[src/rtl/ps2_key_encoder.sv]
// PS/2 keyboard receiver producing the 11-bit toggle-format key event word.
// Optional typematic repeat suppression: define PS2_TYPEMATIC_FILTER_EN.
module ps2_key_encoder #(
    parameter int FILTER_LEN = 8,
    parameter int TIMEOUT    = 12000
) (
    input  logic        clk_sys,
    input  logic        reset,
    input  logic        ps2_clk,
    input  logic        ps2_data,
    output logic [10:0] ps2_key,
    output logic        frame_err
);

    localparam int FW = $clog2(FILTER_LEN + 1);
    localparam int TW = $clog2(TIMEOUT + 1);

    typedef enum logic [1:0] {IDLE, DATA, PARITY, STOP} state_t;

    state_t        state, state_n;
    logic          clk_meta, clk_sync, dat_meta, dat_sync;
    logic          fclk, fclk_d, fall;
    logic [FW-1:0] fcnt;
    logic [TW-1:0] tcnt;
    logic          timeout;
    logic [2:0]    bitcnt;
    logic [7:0]    shreg, byte_q;
    logic          par, byte_vld;
    logic          shift_en, par_cap, byte_ok, byte_bad;
    logic          ext, rel, prefix, special, suppress, emit;

    // Two-flop synchronizers for both PS/2 lines
    always_ff @(posedge clk_sys or posedge reset) begin
        if (reset) begin
            clk_meta <= 1'b1;
            clk_sync <= 1'b1;
            dat_meta <= 1'b1;
            dat_sync <= 1'b1;
        end else begin
            clk_meta <= ps2_clk;
            clk_sync <= clk_meta;
            dat_meta <= ps2_data;
            dat_sync <= dat_meta;
        end
    end

    // Debounce the clock: follow it only after FILTER_LEN stable differing samples
    always_ff @(posedge clk_sys or posedge reset) begin
        if (reset) begin
            fcnt   <= '0;
            fclk   <= 1'b1;
            fclk_d <= 1'b1;
        end else begin
            fclk_d <= fclk;
            if (clk_sync != fclk) begin
                if (fcnt == FW'(FILTER_LEN - 1)) begin
                    fclk <= clk_sync;
                    fcnt <= '0;
                end else begin
                    fcnt <= fcnt + FW'(1);
                end
            end else begin
                fcnt <= '0;
            end
        end
    end

    assign fall    = fclk_d & ~fclk;
    assign timeout = (state != IDLE) && !fall && (tcnt == TW'(TIMEOUT - 1));

    // Inactivity counter for aborting stalled frames
    always_ff @(posedge clk_sys or posedge reset) begin
        if (reset) begin
            tcnt <= '0;
        end else if (fall || state == IDLE) begin
            tcnt <= '0;
        end else begin
            tcnt <= tcnt + TW'(1);
        end
    end

    // Receiver next state and per-edge strobes
    always_comb begin
        state_n  = state;
        shift_en = 1'b0;
        par_cap  = 1'b0;
        byte_ok  = 1'b0;
        byte_bad = 1'b0;
        if (timeout) begin
            state_n = IDLE;
        end else if (fall) begin
            unique case (state)
                IDLE: begin
                    if (!dat_sync) state_n = DATA;
                end
                DATA: begin
                    shift_en = 1'b1;
                    if (bitcnt == 3'd7) state_n = PARITY;
                end
                PARITY: begin
                    par_cap = 1'b1;
                    state_n = STOP;
                end
                STOP: begin
                    if (dat_sync && (^{shreg, par})) byte_ok = 1'b1;
                    else byte_bad = 1'b1;
                    state_n = IDLE;
                end
            endcase
        end
    end

    // Receiver state, shift register and error strobe
    always_ff @(posedge clk_sys or posedge reset) begin
        if (reset) begin
            state     <= IDLE;
            bitcnt    <= '0;
            shreg     <= '0;
            par       <= 1'b0;
            byte_vld  <= 1'b0;
            byte_q    <= '0;
            frame_err <= 1'b0;
        end else begin
            state     <= state_n;
            byte_vld  <= byte_ok;
            frame_err <= byte_bad | timeout;
            if (state == IDLE) bitcnt <= '0;
            else if (shift_en) bitcnt <= bitcnt + 3'd1;
            if (shift_en) shreg <= {dat_sync, shreg[7:1]};
            if (par_cap) par <= dat_sync;
            if (byte_ok) byte_q <= shreg;
        end
    end

    assign prefix  = (byte_q == 8'hE0) || (byte_q == 8'hF0);
    assign special = (byte_q == 8'h00) || (byte_q == 8'hAA) ||
                     (byte_q == 8'hEE) || (byte_q == 8'hFA) ||
                     (byte_q == 8'hFE) || (byte_q == 8'hFF);

`ifdef PS2_TYPEMATIC_FILTER_EN
    logic [8:0] last_make;
    logic       lm_vld;

    assign suppress = !rel && lm_vld && (last_make == {ext, byte_q});

    // Remember the last emitted make code to drop keyboard auto-repeats
    always_ff @(posedge clk_sys or posedge reset) begin
        if (reset) begin
            last_make <= '0;
            lm_vld    <= 1'b0;
        end else if (emit) begin
            if (!rel) begin
                last_make <= {ext, byte_q};
                lm_vld    <= 1'b1;
            end else if (last_make == {ext, byte_q}) begin
                lm_vld <= 1'b0;
            end
        end
    end
`else
    assign suppress = 1'b0;
`endif

    assign emit = byte_vld && !prefix && !special && !suppress;

    // Prefix tracking and key event emission
    always_ff @(posedge clk_sys or posedge reset) begin
        if (reset) begin
            ext     <= 1'b0;
            rel     <= 1'b0;
            ps2_key <= '0;
        end else if (frame_err) begin
            ext <= 1'b0;
            rel <= 1'b0;
        end else if (byte_vld) begin
            if (byte_q == 8'hE0) begin
                ext <= 1'b1;
            end else if (byte_q == 8'hF0) begin
                rel <= 1'b1;
            end else begin
                ext <= 1'b0;
                rel <= 1'b0;
                if (emit) ps2_key <= {~ps2_key[10], ~rel, ext, byte_q};
            end
        end
    end

endmodule

[config.mk]
export PLATFORM = sky130hd
export DESIGN_NAME = ps2_key_encoder
export DESIGN_NICKNAME = d
export VERILOG_FILES = /design/src/rtl/ps2_key_encoder.sv
export SDC_FILE = /design/constraint.sdc
export NUM_CORES = 1
export LEC_CHECK = 0
export CORE_MARGIN = 3
export CORE_UTILIZATION = 51
export CTS_BUF_LIST = sky130_fd_sc_hd__clkbuf_8
export DETAILED_ROUTE_END_ITERATION = 6
export PLACE_DENSITY = 0.73
export SYNTH_ARGS = -nofsm -noshare
export SYNTH_HDL_FRONTEND = slang
export SYNTH_SLANG_ARGS = --single-unit
export TNS_END_PERCENT = 5
[constraint.sdc]
create_clock -name clk_sys -period 1.9 [get_ports clk_sys]
set_input_delay 0.38 -clock clk_sys [delete_from_list [all_inputs] [get_ports clk_sys]]
set_output_delay 0.38 -clock clk_sys [all_outputs]
set_load 0.01 [all_outputs]
# Word-level counts from Yosys, hierarchy flattened

Index checks and enable logic that the tools add are counted.

Register bits after elaboration: 61
Bits of input ports: 4
Output and inout port bits: 12
Logic and storage cells: 106

$add $sub $neg: 3
Equality and inequality tests: 18
Multiplexer cells: 32
Bitwise operators: 8
Reductions and logical operators: 27

Operators by type and width:

| kind                                                            | number |
|---|---|
| 8-bit == test, second input constant                            | 7 |
| 1-bit 2-to-1 mux                                                | 22 |
| 14-bit by 1-bit adder with 14-bit output, second input constant | 1 |
| 14-bit == test, second input constant                           | 1 |
| 14-bit 2-to-1 mux                                               | 1 |
| 3-bit inequality test, second input constant                    | 3 |
| 9-bit parity                                                    | 1 |
| 8-bit zero test                                                 | 1 |
| 2-bit 2-to-1 mux                                                | 4 |
| 4-bit 2-to-1 mux                                                | 2 |
| 2-bit case mux with 4 select lines                              | 1 |
| 2-bit nonzero test                                              | 4 |
| 1-bit logical OR                                                | 7 |
| 3-bit 2-to-1 mux                                                | 2 |
| 1-bit inverter                                                  | 6 |
| 2-bit AND reduction                                             | 3 |
| 1-bit logical AND                                               | 5 |
| 5-bit AND reduction                                             | 1 |
| 4-bit by 1-bit adder with 4-bit output, second input constant   | 1 |
| 2-bit == test, second input constant                            | 2 |
| 4-bit by 3-bit == test with 1-bit output, second input constant | 1 |
| 3-bit by 1-bit adder with 3-bit output, second input constant   | 1 |
| 3-bit == test, second input constant                            | 1 |
| 1-bit zero test                                                 | 3 |
| other kinds (7)                                                 | 7 |

# Logic depth before layout (Yosys ltp)

Gate-level depths: netlist of the first run.

Depth in word-level cells: 9
Mapped depth: 7
Depth with buffers taken out: 6

# Worst setup path after synthesis of the first run

OpenSTA, ideal clock, no wires.

Path kind: reg-to-reg
From: register state[0]
To: register state[0]
Library setup time: 138 ps
Arrival time: 1697 ps
Data required time: 1762 ps
Path slack: 65 ps
Stages on the path, launching flop included: 8
Buffers on the path: 2
Period minus slack after synthesis: 1835 ps
Cells stage by stage: dfrtp_1 -> inv_1 -> ha_1 -> clkbuf_1 -> or2_2 -> clkbuf_1 -> nor4bb_1 -> o211ai_1

Cells in the longest elaborated chain, start to end: 5
Elaborated cells between the ends (all ways): 14
Those cells by class: 5 x eq/ne; 3 x mux; 6 x reduce/logical

RTL lines:

| what                                                                                       | RTL line | RTL |
|---|---|---|
| start: declaration                                                                         | 20       | `state_t state, state_n;` |
| start signal: assignment                                                                   | 124      | `state <= state_n;` |
| parallel branches: the longest is 5 deep, another holds 2-bit case mux with 4 select lines | n/a      |  |

Several ways; the timed one is not identified. The select of a mux whose other input is x is not followed.
A chain may end at the register's enable or synchronous reset.

# Worst setup path after layout of the first run

From: register shreg[5]
To: register byte_q[6]

Cells in the longest elaborated chain, start to end: 6

RTL lines:

| what                     | RTL line | RTL |
|---|---|---|
| start: declaration       | 27       | `logic [7:0] shreg, byte_q;` |
| start signal: assignment | 129      | `if (shift_en) shreg <= {dat_sync, shreg[7:1]};` |
| 9-bit parity             | 105      | `if (dat_sync && (^{shreg, par})) byte_ok = 1'b1;` |
| 1-bit logical AND        | 105      |  |
| 1-bit 2-to-1 mux         | 105      |  |
| 1-bit 2-to-1 mux         | 92       | `unique case (state)` |
| 1-bit 2-to-1 mux         | 91       | `end else if (fall) begin` |
| 1-bit 2-to-1 mux         | 89       | `if (timeout) begin` |
| end signal: assignment   | 131      | `if (byte_ok) byte_q <= shreg;` |
| end: declaration         | 27       |  |

No other way between the ends.

==> metrics, run 1 <==
dominant cells by area after synthesis sky130_fd_sc_hd__dfrtp_1, sky130_fd_sc_hd__mux2_2, sky130_fd_sc_hd__dfstp_2; clock latency on the worst-skew pair 330 ps; hold slack ~340 ps; most common cell after layout, fill and taps aside sky130_fd_sc_hd__dfrtp_1; io pins 16; vias in the first global route 1,857; setup_tns 0 ps; prevailing post-synth register cell sky130_fd_sc_hd__dfrtp_1; Final setup viols 0; leakage component of the power 1.63 nW; FILL cells 405; core outline area roughly 5200 um2; largest voltage drop on the vdd net 0.000620 V; EDFF count, synth 0; global-route wire length before repair roughly 8.4 mm; placed inst area 3080 um2; overflow left after global routing 0; RSZ-0062 raised after global routing true; post-detail-place hpwl between 3 and 4 mm; CTS tree yes; worst hold-check path type in2async; register area share after synthesis 55.8%; shortest period the worst path allows 1840 ps; die outline area between 6000 and 7000 um2; Std-Cell Rows 26; Yosys reg bits 61; Max-slew headroom roughly 73%; Avg Vias per Cell roughly 5.3; Distinct cells, synth 37; reg2reg setup slack 60 ps; critical path data required time around 2100 ps; signed area change from the synthesized netlist to the final layout 21.3%; total clock buffers created by CTS 9; DR iter-0 viols 83; post-synthesis instance area 2750 um2; final standard cell utilization of the core 64.5%; area share of the largest cell type after synthesis 50.0%; Crit Path Max Fanout 5; Wirelength per Cell 13.7 um; Net Count, Synth 246; Cells after Synth 233; startpoint type of the worst setup path register; Clock Pin Slew Worst Setup and Hold Paths ~70 ps; antenna violations before repair 0; count of unresolved DRC violations after routing 0; overall die width 79.4 um; synthesis warning total 0; ANT cells 0; Detailed Routing Iterations Pass 1 4; power density over cell area between 1000 and 1500 nW/um2; Crit. End Element register; number of hold-slack violations in the final timing report 0; highest-count cells in the layout ignoring fill and taps sky130_fd_sc_hd__dfrtp_1, sky130_fd_sc_hd__nor2_1, sky130_fd_sc_hd__inv_1; final period utilization a little over nine tenths; number of sinks driven by the clock tree 61; maximum count of clock buffers along a single path 2; pin count of the biggest net entering global routing 29; library cell occupying the most area in the post-synthesis netlist sky130_fd_sc_hd__dfrtp_1; Synth Area per Inst roughly 12 um2; starting utilization of the core area between 50% and 60%; Worst Tran Pin Value between 400 and 500 ps; Post-Layout Inst Area 3340 um2; RD Place Congestion between 0.7 and 0.8; global router's overall resource usage 17.5%; hold-fix buffers at CTS 0; Slew Limit Fails 0; fraction of final layout cells with drive strength greater than 1 23.2%; net count reported at finish 284; Synth async-reset ratio 100%; remaining antenna violation count 0; final worst clock skew 9.27 ps; # H-tree levels 3; via total after detailed routing 1,846; total wirelength of the detailed-routed design approximately 4.7 mm; data arrival at the endpoint of the critical path 2060 ps; cell at the root of the clock tree sky130_fd_sc_hd__clkbuf_8; worst setup path class reg2reg; y dimension of the die 79.4 um; top achievable clock speed 543 MHz; result of the run finished, final reports clean; number of violations of the max-capacitance limit 0; count of input and output buffers 15
==> cells in the mapped netlist, types with 6 or more instances <==
cell,count
sky130_fd_sc_hd__dfrtp_1,55
sky130_fd_sc_hd__dfstp_2,6
sky130_fd_sc_hd__ha_1,9
sky130_fd_sc_hd__nor2_1,22
sky130_fd_sc_hd__xnor2_1,12
sky130_fd_sc_hd__inv_1,13
sky130_fd_sc_hd__mux2_2,23
sky130_fd_sc_hd__a21oi_1,6
sky130_fd_sc_hd__nand2_1,14
sky130_fd_sc_hd__nand4_1,7
sky130_fd_sc_hd__nor4_1,8
sky130_fd_sc_hd__xor2_1,8
sky130_fd_sc_hd__nand3_1,11
==> through the flow <==
step | power [mW] | setup slack, ps | cells
after floorplan | 2.30 | 16.9 | 233
after global placement | 2.55 | 19.3 | 326
after detailed placement | 2.58 | -45.3 | 326
after CTS | 3.69 | 35.6 | 344
after global routing | 3.96 | -31.8 | 346
final | 3.73 | 57.7 | 346
==> flip-flops by register name (all words and copies together) (netlist names) <==
signal / flops
shreg: 8
state: 2
fclk: 1
clk_sync: 1
byte_q: 8
clk_meta: 1
byte_vld: 1
frame_err: 1
bitcnt: 3
par: 1
fcnt: 4
dat_sync: 1
rel: 1
fclk_d: 1
ps2_key: 11
dat_meta: 1
tcnt: 14
ext: 1
==> final timing paths <==
check	start	end	cells after the start
min	reset	shreg[2]$_DFFE_PP0P_	2
max in group asynchronous	reset	ps2_key[1]$_DFFE_PP0P_	3
max reg2reg	shreg[5]$_DFFE_PP0P_	byte_q[6]$_DFFE_PP0P_	5
min in group clk_sys	clk_meta$_DFF_PP1_	clk_sync$_DFF_PP1_	0
max	shreg[5]$_DFFE_PP0P_	byte_q[6]$_DFFE_PP0P_	5
min reg2reg	clk_meta$_DFF_PP1_	clk_sync$_DFF_PP1_	0
==> routing by layer <==
metal | GRT usage, % | up-vias | share of wire [%]
met5 | 0 | - | 0
met4 | 10.1 | 0 | 3.4
met3 | 4.51 | 17 | 3.6
met2 | 27.3 | 36 | 45
met1 | 21.8 | 900 | 48
li1 | - | 893 | -
==> what timing repair did <==
item / CTS / global route
setup buffers: 2 / 2
endpoints found under the setup margin: 8 / 8
resized for setup: 0 / 10
cloned: 0 / 0
pin swaps: 0 / 2
==> worst max-delay path: stages (launching register included) <==
cell	delay (ps)
sky130_fd_sc_hd__dfrtp_1	410
sky130_fd_sc_hd__xnor2_1	160
sky130_fd_sc_hd__xnor3_2	480
sky130_fd_sc_hd__mux2i_4	200
sky130_fd_sc_hd__buf_6	160
sky130_fd_sc_hd__mux2_4	310
==> kinds of logic after synthesis <==
kind of cell             synth area share, %
AO/OA/AOI/OAI                           4.91
adder cells (fa/ha/maj)                 4.09
multiplexers                            10.6
flip-flops                              55.8
AND/OR/NAND/NOR                         13.9
buffers and inverters                   2.64
XOR/XNOR                                8.05
==> power breakdown <==
part	total, mW	leakage [nW]	internal (mW)	switching [mW]
sequential	1.63	0.815	1.48	0.148
combinational	1.00	0.704	0.501	0.499
clock	1.09	0.111	0.621	0.472
total	3.73	1.63	2.61	1.12
==> layout make-up <==
cell class / count / area, um2 / area share (%)
flip-flops and latches: 61 / 1530 / 46.0
multi-input cells: 153 / 1170 / 35.2
repair buffers: 33 / 305 / 9.15
clock buffers: 10 / 138 / 4.12
well taps: 70 / 87.6 / 2.62
clock inverters: 6 / 50.0 / 1.50
inverters: 13 / 48.8 / 1.46
No activity file was read; power rests on OpenSTA's default activity.
==> inputs of run 2 (changes only) <==
--- a/config.mk
+++ b/config.mk
@@ -8,6 +8,7 @@
 export CORE_MARGIN = 3
 export CORE_UTILIZATION = 51
 export CTS_BUF_LIST = sky130_fd_sc_hd__clkbuf_8
+export CTS_CLUSTER_DIAMETER = 200
 export DETAILED_ROUTE_END_ITERATION = 6
 export PLACE_DENSITY = 0.73
 export SYNTH_ARGS = -nofsm -noshare
==> results of run 2 <==
Final layout, timing and power as in run 1 (identical DEF).
